`src/rtl/mips_pkg.sv`:
```
// mips_pkg: shared definitions for the multicycle MIPS controller.
//   - opcode and funct field encodings
//   - alu_op_t: main-controller to alu_decoder command (add, sub, use funct)
//   - alu_control encodings driven to the ALU
//   - mc_state_t: controller FSM states (also exported as a debug output)
// Optional feature macro: MC_BNE_EN (adds bne to the legal opcode set).
package mips_pkg;

    // Opcodes, instr[31:26]
    localparam logic [5:0] OP_RTYPE = 6'b000000;
    localparam logic [5:0] OP_LW    = 6'b100011;
    localparam logic [5:0] OP_SW    = 6'b101011;
    localparam logic [5:0] OP_BEQ   = 6'b000100;
    localparam logic [5:0] OP_BNE   = 6'b000101;
    localparam logic [5:0] OP_ADDI  = 6'b001000;
    localparam logic [5:0] OP_J     = 6'b000010;

    // R-type funct codes, instr[5:0]
    localparam logic [5:0] FN_ADD = 6'b100000;
    localparam logic [5:0] FN_SUB = 6'b100010;
    localparam logic [5:0] FN_AND = 6'b100100;
    localparam logic [5:0] FN_OR  = 6'b100101;
    localparam logic [5:0] FN_SLT = 6'b101010;

    // ALU control encodings
    localparam logic [2:0] ALU_AND = 3'b000;
    localparam logic [2:0] ALU_OR  = 3'b001;
    localparam logic [2:0] ALU_ADD = 3'b010;
    localparam logic [2:0] ALU_SUB = 3'b110;
    localparam logic [2:0] ALU_SLT = 3'b111;

    typedef enum logic [1:0] {
        ALU_OP_ADD   = 2'b00,
        ALU_OP_SUB   = 2'b01,
        ALU_OP_FUNCT = 2'b10
    } alu_op_t;

    typedef enum logic [3:0] {
        S_FETCH,
        S_DECODE,
        S_MEMADR,
        S_MEMRD,
        S_MEMWB,
        S_MEMWR,
        S_EXECUTE,
        S_ALUWB,
        S_BRANCH,
        S_ADDIEXEC,
        S_ADDIWB,
        S_JUMP
    } mc_state_t;

endpackage

```
`src/rtl/mips_multicycle_controller_if.sv`:
```
// mips_multicycle_controller_if: control bundle between the multicycle
// controller and the shared-memory datapath.
//   Datapath -> controller: op, funct, zero, mem_ready
//   Controller -> datapath: mem_req, iord, mem_write, ir_write, pc_en,
//     reg_write, reg_dst, mem_to_reg, alu_src_a, alu_src_b, pc_src,
//     alu_control, instr_done, illegal_op, mem_timeout, state (debug)
// Memory handshake: the controller holds mem_req high for every cycle it
// needs the memory port; a transfer happens in exactly the cycle where
// mem_req and mem_ready are both high. mem_ready without mem_req is ignored.
// Modports: master = controller, slave = datapath.
interface mips_multicycle_controller_if;
    import mips_pkg::*;

    logic [5:0] op;
    logic [5:0] funct;
    logic       zero;
    logic       mem_ready;

    logic       mem_req;
    logic       iord;
    logic       mem_write;
    logic       ir_write;
    logic       pc_en;
    logic       reg_write;
    logic       reg_dst;
    logic       mem_to_reg;
    logic       alu_src_a;
    logic [1:0] alu_src_b;
    logic [1:0] pc_src;
    logic [2:0] alu_control;
    logic       instr_done;
    logic       illegal_op;
    logic       mem_timeout;
    mc_state_t  state;

    modport master (
        input  op, funct, zero, mem_ready,
        output mem_req, iord, mem_write, ir_write, pc_en, reg_write, reg_dst,
               mem_to_reg, alu_src_a, alu_src_b, pc_src, alu_control,
               instr_done, illegal_op, mem_timeout, state
    );

    modport slave (
        output op, funct, zero, mem_ready,
        input  mem_req, iord, mem_write, ir_write, pc_en, reg_write, reg_dst,
               mem_to_reg, alu_src_a, alu_src_b, pc_src, alu_control,
               instr_done, illegal_op, mem_timeout, state
    );
endinterface

```
`src/rtl/mips_multicycle_controller_alu_decoder.sv`:
```
// alu_decoder: translates the main controller's alu_op and the R-type
// funct field into the 3-bit ALU control word.
//   funct       in  6  instr[5:0]
//   alu_op      in  2  add / sub / decode funct
//   alu_control out 3  ALU operation select
module alu_decoder
    import mips_pkg::*;
(
    input  logic [5:0] funct,
    input  alu_op_t    alu_op,
    output logic [2:0] alu_control
);

    always_comb begin
        alu_control = ALU_ADD;
        case (alu_op)
            ALU_OP_ADD: alu_control = ALU_ADD;
            ALU_OP_SUB: alu_control = ALU_SUB;
            ALU_OP_FUNCT: begin
                case (funct)
                    FN_ADD:  alu_control = ALU_ADD;
                    FN_SUB:  alu_control = ALU_SUB;
                    FN_AND:  alu_control = ALU_AND;
                    FN_OR:   alu_control = ALU_OR;
                    FN_SLT:  alu_control = ALU_SLT;
                    default: alu_control = ALU_ADD;
                endcase
            end
            default: alu_control = ALU_ADD;
        endcase
    end

endmodule

```
`src/rtl/mips_multicycle_controller.sv`:
```
// mips_multicycle_controller: Moore FSM sequencing a multicycle MIPS datapath
// with a single shared memory port and a single ALU.
//   clk    in  clock, all state on rising edge
//   reset  in  synchronous, active-high; forces every output to 0
//   bus    mips_multicycle_controller_if.master (op/funct/zero/mem_ready in,
//          mux selects, write enables, status pulses and debug state out)
// Parameter MEM_WAIT_MAX: unanswered mem_req cycles before the access is
// abandoned and the FSM restarts at FETCH (0 disables the timeout).
// Optional macro MC_BNE_EN: decodes bne (op 000101) as a branch on ~zero.
module mips_multicycle_controller
    import mips_pkg::*;
#(
    parameter int MEM_WAIT_MAX = 255
) (
    input  logic                                clk,
    input  logic                                reset,
    mips_multicycle_controller_if.master        bus
);

    // At least one bit so MEM_WAIT_MAX = 0 still elaborates.
    localparam int CW = (MEM_WAIT_MAX > 0) ? $clog2(MEM_WAIT_MAX + 1) : 1;
    localparam logic [CW-1:0] CNT_MAX  = CW'(MEM_WAIT_MAX);
    localparam logic [CW-1:0] CNT_LAST = (MEM_WAIT_MAX > 0) ? CW'(MEM_WAIT_MAX - 1) : '0;

    mc_state_t     state;
    mc_state_t     state_next;
    logic [CW-1:0] wait_cnt;
    logic          waiting;
    logic          timeout;
    logic          op_illegal;

    // Internal (pre-reset-gating) control values
    logic          mem_req, iord, mem_write, ir_write, pc_write, branch, bne;
    logic          reg_write, reg_dst, mem_to_reg, alu_src_a;
    logic [1:0]    alu_src_b, pc_src;
    logic          instr_done, pc_en;
    alu_op_t       alu_op;
    logic [2:0]    alu_ctl;

    assign waiting = ((state == S_FETCH) || (state == S_MEMRD) || (state == S_MEMWR))
                     && !bus.mem_ready;

    // The abort fires on the MEM_WAIT_MAX-th consecutive unanswered cycle,
    // i.e. when the counter is about to reach MEM_WAIT_MAX.
    assign timeout = (MEM_WAIT_MAX > 0) && waiting && (wait_cnt == CNT_LAST);

    alu_decoder u_alu_decoder (
        .funct       (bus.funct),
        .alu_op      (alu_op),
        .alu_control (alu_ctl)
    );

    // Next-state logic
    always_comb begin
        state_next = state;
        op_illegal = 1'b0;
        case (state)
            S_FETCH:    if (bus.mem_ready) state_next = S_DECODE;
            S_DECODE: begin
                case (bus.op)
                    OP_LW, OP_SW: state_next = S_MEMADR;
                    OP_RTYPE:     state_next = S_EXECUTE;
                    OP_BEQ:       state_next = S_BRANCH;
`ifdef MC_BNE_EN
                    OP_BNE:       state_next = S_BRANCH;
`endif
                    OP_ADDI:      state_next = S_ADDIEXEC;
                    OP_J:         state_next = S_JUMP;
                    default: begin
                        op_illegal = 1'b1;
                        state_next = S_FETCH;
                    end
                endcase
            end
            S_MEMADR:   state_next = (bus.op == OP_SW) ? S_MEMWR : S_MEMRD;
            S_MEMRD:    if (bus.mem_ready) state_next = S_MEMWB;
            S_MEMWB:    state_next = S_FETCH;
            S_MEMWR:    if (bus.mem_ready) state_next = S_FETCH;
            S_EXECUTE:  state_next = S_ALUWB;
            S_ALUWB:    state_next = S_FETCH;
            S_BRANCH:   state_next = S_FETCH;
            S_ADDIEXEC: state_next = S_ADDIWB;
            S_ADDIWB:   state_next = S_FETCH;
            S_JUMP:     state_next = S_FETCH;
            default:    state_next = S_FETCH;
        endcase
        // A timed-out access restarts from FETCH (a retry when already there).
        if (timeout) state_next = S_FETCH;
    end

    // State register and memory wait counter
    always_ff @(posedge clk) begin
        if (reset) begin
            state    <= S_FETCH;
            wait_cnt <= '0;
        end else begin
            state <= state_next;
            if ((state_next != state) || !waiting || timeout) begin
                wait_cnt <= '0;
            end else if (wait_cnt != CNT_MAX) begin
                wait_cnt <= wait_cnt + 1'b1;
            end
        end
    end

    // Output decode from state, op and mem_ready
    always_comb begin
        mem_req    = 1'b0;
        iord       = 1'b0;
        mem_write  = 1'b0;
        ir_write   = 1'b0;
        pc_write   = 1'b0;
        branch     = 1'b0;
        bne        = 1'b0;
        reg_write  = 1'b0;
        reg_dst    = 1'b0;
        mem_to_reg = 1'b0;
        alu_src_a  = 1'b0;
        alu_src_b  = 2'b00;
        pc_src     = 2'b00;
        alu_op     = ALU_OP_ADD;
        instr_done = 1'b0;
        case (state)
            S_FETCH: begin
                mem_req   = 1'b1;
                alu_src_b = 2'b01;
                ir_write  = bus.mem_ready;
                pc_write  = bus.mem_ready;
            end
            S_DECODE: begin
                // Precompute the branch target into ALUOut.
                alu_src_b = 2'b11;
            end
            S_MEMADR: begin
                alu_src_a = 1'b1;
                alu_src_b = 2'b10;
            end
            S_MEMRD: begin
                mem_req = 1'b1;
                iord    = 1'b1;
            end
            S_MEMWB: begin
                mem_to_reg = 1'b1;
                reg_write  = 1'b1;
                instr_done = 1'b1;
            end
            S_MEMWR: begin
                mem_req    = 1'b1;
                iord       = 1'b1;
                mem_write  = bus.mem_ready;
                instr_done = bus.mem_ready;
            end
            S_EXECUTE: begin
                alu_src_a = 1'b1;
                alu_op    = ALU_OP_FUNCT;
            end
            S_ALUWB: begin
                reg_dst    = 1'b1;
                reg_write  = 1'b1;
                instr_done = 1'b1;
            end
            S_BRANCH: begin
                alu_src_a  = 1'b1;
                alu_op     = ALU_OP_SUB;
                pc_src     = 2'b01;
                instr_done = 1'b1;
`ifdef MC_BNE_EN
                branch     = (bus.op != OP_BNE);
                bne        = (bus.op == OP_BNE);
`else
                branch     = 1'b1;
`endif
            end
            S_ADDIEXEC: begin
                alu_src_a = 1'b1;
                alu_src_b = 2'b10;
            end
            S_ADDIWB: begin
                reg_write  = 1'b1;
                instr_done = 1'b1;
            end
            S_JUMP: begin
                pc_src     = 2'b10;
                pc_write   = 1'b1;
                instr_done = 1'b1;
            end
            default: ;
        endcase
        pc_en = pc_write | (branch & bus.zero) | (bne & ~bus.zero);
    end

    // Reset forces every control output low, abandoning any instruction.
    always_comb begin
        bus.state = state;
        if (reset) begin
            bus.mem_req     = 1'b0;
            bus.iord        = 1'b0;
            bus.mem_write   = 1'b0;
            bus.ir_write    = 1'b0;
            bus.pc_en       = 1'b0;
            bus.reg_write   = 1'b0;
            bus.reg_dst     = 1'b0;
            bus.mem_to_reg  = 1'b0;
            bus.alu_src_a   = 1'b0;
            bus.alu_src_b   = 2'b00;
            bus.pc_src      = 2'b00;
            bus.alu_control = 3'b000;
            bus.instr_done  = 1'b0;
            bus.illegal_op  = 1'b0;
            bus.mem_timeout = 1'b0;
        end else begin
            bus.mem_req     = mem_req;
            bus.iord        = iord;
            bus.mem_write   = mem_write;
            bus.ir_write    = ir_write;
            bus.pc_en       = pc_en;
            bus.reg_write   = reg_write;
            bus.reg_dst     = reg_dst;
            bus.mem_to_reg  = mem_to_reg;
            bus.alu_src_a   = alu_src_a;
            bus.alu_src_b   = alu_src_b;
            bus.pc_src      = pc_src;
            bus.alu_control = alu_ctl;
            bus.instr_done  = instr_done;
            bus.illegal_op  = op_illegal;
            bus.mem_timeout = timeout;
        end
    end

endmodule

```
`src/flat_wrapper.sv`:
```
// flat-port wrapper written by rule: the top's interface ports become plain ports
module mips_multicycle_controller_flat import mips_pkg::*;
#(
    parameter int MEM_WAIT_MAX = 255
)
  (clk, reset, bus_op, bus_funct, bus_zero, bus_mem_ready, bus_mem_req, bus_iord, bus_mem_write, bus_ir_write, bus_pc_en, bus_reg_write, bus_reg_dst, bus_mem_to_reg, bus_alu_src_a, bus_alu_src_b, bus_pc_src, bus_alu_control, bus_instr_done, bus_illegal_op, bus_mem_timeout, bus_state);
  mips_multicycle_controller_if bus_i ();
  input  logic clk;
  input  logic reset;
  input wire logic [$bits(bus_i.op)-1:0] bus_op;
  input wire logic [$bits(bus_i.funct)-1:0] bus_funct;
  input wire logic [$bits(bus_i.zero)-1:0] bus_zero;
  input wire logic [$bits(bus_i.mem_ready)-1:0] bus_mem_ready;
  output wire logic [$bits(bus_i.mem_req)-1:0] bus_mem_req;
  output wire logic [$bits(bus_i.iord)-1:0] bus_iord;
  output wire logic [$bits(bus_i.mem_write)-1:0] bus_mem_write;
  output wire logic [$bits(bus_i.ir_write)-1:0] bus_ir_write;
  output wire logic [$bits(bus_i.pc_en)-1:0] bus_pc_en;
  output wire logic [$bits(bus_i.reg_write)-1:0] bus_reg_write;
  output wire logic [$bits(bus_i.reg_dst)-1:0] bus_reg_dst;
  output wire logic [$bits(bus_i.mem_to_reg)-1:0] bus_mem_to_reg;
  output wire logic [$bits(bus_i.alu_src_a)-1:0] bus_alu_src_a;
  output wire logic [$bits(bus_i.alu_src_b)-1:0] bus_alu_src_b;
  output wire logic [$bits(bus_i.pc_src)-1:0] bus_pc_src;
  output wire logic [$bits(bus_i.alu_control)-1:0] bus_alu_control;
  output wire logic [$bits(bus_i.instr_done)-1:0] bus_instr_done;
  output wire logic [$bits(bus_i.illegal_op)-1:0] bus_illegal_op;
  output wire logic [$bits(bus_i.mem_timeout)-1:0] bus_mem_timeout;
  output wire logic [$bits(bus_i.state)-1:0] bus_state;
  assign bus_i.op = bus_op;
  assign bus_i.funct = bus_funct;
  assign bus_i.zero = bus_zero;
  assign bus_i.mem_ready = bus_mem_ready;
  assign bus_mem_req = bus_i.mem_req;
  assign bus_iord = bus_i.iord;
  assign bus_mem_write = bus_i.mem_write;
  assign bus_ir_write = bus_i.ir_write;
  assign bus_pc_en = bus_i.pc_en;
  assign bus_reg_write = bus_i.reg_write;
  assign bus_reg_dst = bus_i.reg_dst;
  assign bus_mem_to_reg = bus_i.mem_to_reg;
  assign bus_alu_src_a = bus_i.alu_src_a;
  assign bus_alu_src_b = bus_i.alu_src_b;
  assign bus_pc_src = bus_i.pc_src;
  assign bus_alu_control = bus_i.alu_control;
  assign bus_instr_done = bus_i.instr_done;
  assign bus_illegal_op = bus_i.illegal_op;
  assign bus_mem_timeout = bus_i.mem_timeout;
  assign bus_state = bus_i.state;
  mips_multicycle_controller #(.MEM_WAIT_MAX(MEM_WAIT_MAX)) u_core (.clk(clk), .reset(reset), .bus(bus_i));
endmodule
```
`config.mk`:
```
export PLATFORM = sky130hd
export DESIGN_NAME = mips_multicycle_controller_flat
export DESIGN_NICKNAME = d
export VERILOG_FILES = /design/src/rtl/mips_pkg.sv /design/src/rtl/mips_multicycle_controller_if.sv /design/src/rtl/mips_multicycle_controller_alu_decoder.sv /design/src/rtl/mips_multicycle_controller.sv /design/src/flat_wrapper.sv
export SDC_FILE = /design/constraint.sdc
export NUM_CORES = 1
export LEC_CHECK = 0
export CORE_UTILIZATION = 40
export CTS_CLUSTER_DIAMETER = 120
export DETAILED_ROUTE_END_ITERATION = 12
export PLACE_DENSITY_LB_ADDON = 0.15
export SLEW_MARGIN = 15
export SYNTH_ARGS = -nofsm -noshare
export SYNTH_HDL_FRONTEND = slang
export SYNTH_SLANG_ARGS = --single-unit
export TNS_END_PERCENT = 5
```
`constraint.sdc`:
```
create_clock -name clk -period 6.6 [get_ports clk]
set_input_delay 1.98 -clock clk [delete_from_list [all_inputs] [get_ports clk]]
set_output_delay 1.98 -clock clk [all_outputs]
set_load 0.05 [all_outputs]
```
* Yosys cells after proc, flatten, opt, wreduce, memory -nomap -nowiden *
Cells that the tools add are included.
W data, S select, Z words.

operators by class
  add/subtract/negate cells = 1
  eq/ne operators = 25
  bitwise operators = 2
  reductions and logical operators = 19
  mux-type cells = 40

operators by type and width
  cell                   count
  $eq A6 B6 Y1 const B   6
  $pmux W4 S7            1
  $mux W1                23
  $pmux W4 S5            1
  $eq A4 B3 Y1 const B   4
  $eq A4 B4 Y1 const B   4
  $mux W4                4
  $pmux W3 S4            1
  $add A8 B1 Y8 const B  1
  $eq A4 B2 Y1 const B   2
  $eq A8 B8 Y1 const B   1
  $ne A8 B8 Y1 const B   1
  $pmux W2 S2            2
  $reduce_or A2 Y1       4
  $eq A6 B2 Y1 const B   1
  $eq A6 B3 Y1 const B   1
  $eq A6 B4 Y1 const B   1
  $logic_not A6 Y1       1
  $mux W3                2
  $pmux W2 S3            1
  $pmux W3 S2            1
  $reduce_or A3 Y1       2
  $reduce_or A6 Y1       1
  $reduce_or A5 Y1       1
  other kinds (13)       20

storage, ports and cells
  word-level logic and storage cells = 89
  register bits = 12

* Depth between registers and ports, before layout *
  word-level depth = 10
  gate-level depth with buffers = 7

* Cells and area by module *
Synthesis repeated with hierarchy kept, for this count alone.

second synthesis, totals
  cell total of the unflattened synthesis = 160
  area total of the unflattened synthesis = 1197.4 um^2

modules (own cells, without submodules)
  module                      sequential area each (um^2)  cells each  instances  area each (um^2)
  mips_multicycle_controller  240.2                        145         1          1078.5
  alu_decoder                 0.0                          15          1          118.9

* Least setup slack after synthesis *
No wires, ideal clock.

  path type = input port to output port
  start point = input port reset
  end point = output port bus_illegal_op
  required time = 4.620 ns
  stages on the path = 4
  arrival = 4.039 ns
  setup slack = 0.581 ns
  path through = clkbuf_1 > or2_0 > clkbuf_1 > nor4_1

on the way
  cells in the longest elaborated chain, start to end = 1

RTL lines
  item                line                               text
  start: declaration  flat_wrapper.sv:9                  input logic reset;
  $mux W1             mips_multicycle_controller.sv:195  if (reset) begin
  end: declaration    flat_wrapper.sv:27                 output wire logic [$bits(bus_i.illegal_op)-1:0] bus_illegal_op;

No other way between the ends.

* Final worst setup path *
  start point = input port bus_mem_ready
  end point = output port bus_instr_done

on the way
  cells in the longest elaborated chain, start to end = 2

RTL lines
  item                line                               text
  start: declaration  flat_wrapper.sv:13                 input wire logic [$bits(bus_i.mem_ready)-1:0] bus_mem_ready;
  $pmux W1 S2         mips_multicycle_controller.sv:123  case (state)
  $mux W1             mips_multicycle_controller.sv:195
  end: declaration    flat_wrapper.sv:26                 output wire logic [$bits(bus_i.instr_done)-1:0] bus_instr_done;

No other way between the ends.

==> results.sh <==
export IMPL_clock_latency_ns=0.27
export IMPL_synth_seq_cells=12
export IMPL_viasPerCell=5.74
export IMPL_drc=0
export IMPL_dp_hpwl_um=2180
export IMPL_fmax_ghz=0.167
export IMPL_synth_top_area_share_pct=21.0
export IMPL_vdd_ir_drop_max_v=0.000114
export IMPL_clkSlewWorstSetupHoldPaths_ns=0.06
export IMPL_ctsLongestPathBuffers=2
export IMPL_first_iter_violations=31
export IMPL_die_h_um=55.4
export IMPL_diodes=0
export IMPL_grt_pass1_wl_um=4930
export IMPL_rows=19
export IMPL_slew_viol_final=0
export IMPL_drive_gt1_share_pct=5.35
export IMPL_antenna_found_initial=0
export IMPL_grtUsageTotal_pct=19.5
export IMPL_multiInputGateArea_um2=823
export IMPL_ctsResizeCount=0
export IMPL_p_per_area_nw_per_um2=110
export IMPL_area_growth_syn_to_layout_pct=33.8
export IMPL_finalSetupTns_ns=0
export IMPL_tightest_slew_ns=0.655
export IMPL_initial_core_util_pct=41.8
export IMPL_ant_nets=0
export IMPL_fp_dieArea_um2=3070
export IMPL_crit_arrival_ns=4.02
export IMPL_cts_made_buffers=3
export IMPL_finalWirelength_um=2900
export IMPL_synthTopCellsByArea="dfxtp_1 (21%), nor3_1 (6.1%), ha_1 (5.5%)"
export IMPL_p_leak_nw=0.525
export IMPL_layout_common_cells="clkdlybuf4s50_1 (37), nor2_1 (15), nor3_1 (14), dfxtp_1 (12), a21oi_1 (11)"
export IMPL_yosysTopAreaCell="dfxtp_1"
export IMPL_coreArea_um2=2730
export IMPL_grt_pass1_vias=1172
export IMPL_grt_ovfl_total=0
export IMPL_finalClockSkew_ns=0.000896
export IMPL_maxCapViolCount=0
export IMPL_yosys_warnings=0
export IMPL_fin_crit_ns=6.00
export IMPL_fin_ws_ns=0.602
export IMPL_path_class="in2out"
export IMPL_nNetsFinal=210
export IMPL_ys_types=44
export IMPL_synth_avg_cell_area_um2=7.14
export IMPL_die_w_um=55.4
export IMPL_cp_start_kind="input port"
export IMPL_firstDrtPassIters=4
export IMPL_yosysSeqAreaShare_pct=21.0
export IMPL_cts_root_buf="clkbuf_4"
export IMPL_netlist_instances=160
export IMPL_grt_start_max_net_pins=22
export IMPL_num_fill_cells=271
export IMPL_rsz0062_at_grt="false"
export IMPL_hold_class="reg2reg"
export IMPL_htree_levels=1
export IMPL_syn_cell_area_um2=1140
export IMPL_end_kind="output port"
export IMPL_vias=1251
export IMPL_place_congestion=0.802
export IMPL_postCtsSetupBuffers=0
export IMPL_synth_edf_count=0
export IMPL_regArea_um2=240
export IMPL_slew_headroom_pct=56.2
export IMPL_syn_nets=181
export IMPL_cts_tree="yes"
export IMPL_cts_hold_buf=0
export IMPL_finalCritPeriodShare_pct=90.9
export IMPL_port_buffers=38
export IMPL_async_flop_share_pct=0
export IMPL_cp_required_ns=4.62
export IMPL_hold_viol=0
export IMPL_ios=39
export IMPL_layout_commonest_cell="clkdlybuf4s50_1"
export IMPL_status="complete, no violations"
export IMPL_cp_max_fo=9
export IMPL_cts_sinks=12
export IMPL_wl_per_cell_um=13.3
export IMPL_synth_flop_cell="dfxtp_1"
export IMPL_place_ws_ns=0.603
export IMPL_setup_violations=0
-- worst max-delay path, stage by stage --
cell	delay, ns
clkdlybuf4s50_1	0.64
nand2b_1	0.16
a221o_1	0.34
nor2_1	0.09
clkdlybuf4s50_1	0.80
-- Yosys cell counts (all sizes together) (2+ instances only) --
cell type / count
a211oi: 4
a21oi: 11
a31oi: 5
and3: 4
buf: 4
clkbuf: 11
dfxtp: 12
ha: 5
inv: 5
mux2i: 2
nand2: 7
nand2b: 7
nand3: 5
nand4: 2
nor2: 15
nor2b: 3
nor3: 14
nor3b: 5
nor4: 7
o21ai: 4
o21bai: 2
o22a: 2
or2: 3
xor2: 5
-- logic make-up (layout without fill, tap and decap cells) --
family,Yosys count,after routing,share of synthesized area (%)
adder cells (fa/ha/maj),5,5,5.48
flip-flops,12,12,21.0
AO/OA/AOI/OAI,36,36,20.9
AND/OR/NAND/NOR,78,78,38.3
multiplexers,3,3,2.74
buffers and inverters,20,47,6.90
XOR/XNOR,6,6,4.60
-- per-layer routing --
metal / vias to the layer above / wire (um) / global-route usage (%)
met3: 8 / 123 / 5.39
met2: 24 / 1450 / 34.9
met1: 576 / 1270 / 21.6
li1: 643 / - / -
met4: 0 / 58 / 7.50
met5: - / 0 / 0
-- per-stage QoR --
stage / hold slack [ns] / util, % / total power [mW] / instances / instance area (um^2)
floorplan: 0.479 / - / 0.108 / 160 / 1140
global placement: 0.508 / 55.1 / 0.127 / 215 / 1510
detailed placement: 0.530 / 55.1 / 0.128 / 215 / 1510
CTS: 0.546 / 55.9 / 0.172 / 218 / 1530
global route: 0.581 / 55.9 / 0.180 / 218 / 1530
finish: 0.543 / 55.9 / 0.169 / 218 / 1530
-- state kept, by name, indices dropped and copies added (netlist names) --
name / count
u_core.wait_cnt: 8
u_core.bus.state: 4
-- final timing paths --
kind | start | end | slack [ns] | cells after the start
worst max-delay path | bus_mem_ready | bus_instr_done | 0.60 | 5
worst min-delay path | u_core.wait_cnt[4] | u_core.wait_cnt[4] | 0.54 | 2
worst max register to register | u_core.bus.state[1] | u_core.wait_cnt[1] | 4.65 | 4
worst min register to register | u_core.wait_cnt[4] | u_core.wait_cnt[4] | 0.54 | 2
-- cell type report --
cell class                      instances  area share [%]
Tap cell                               31            2.54
Inverter                                5            1.23
Clock buffer                            3            1.47
Multi-Input combinational cell        128            53.8
Sequential cell                        12            15.7
Timing Repair Buffer                   39            25.2
-- power by group --
| part | total (mW) | leakage (nW) | switching, mW | internal (mW) |
|---|---|---|---|---|
| Combinational | 0.0493 | 0.414 | 0.0281 | 0.0212 |
| Clock | 0.0422 | 0.0138 | 0.0211 | 0.0211 |
| Sequential | 0.0774 | 0.0971 | 0.00385 | 0.0736 |
| Total | 0.169 | 0.525 | 0.0530 | 0.116 |
Power figures use the tool's default switching activity.
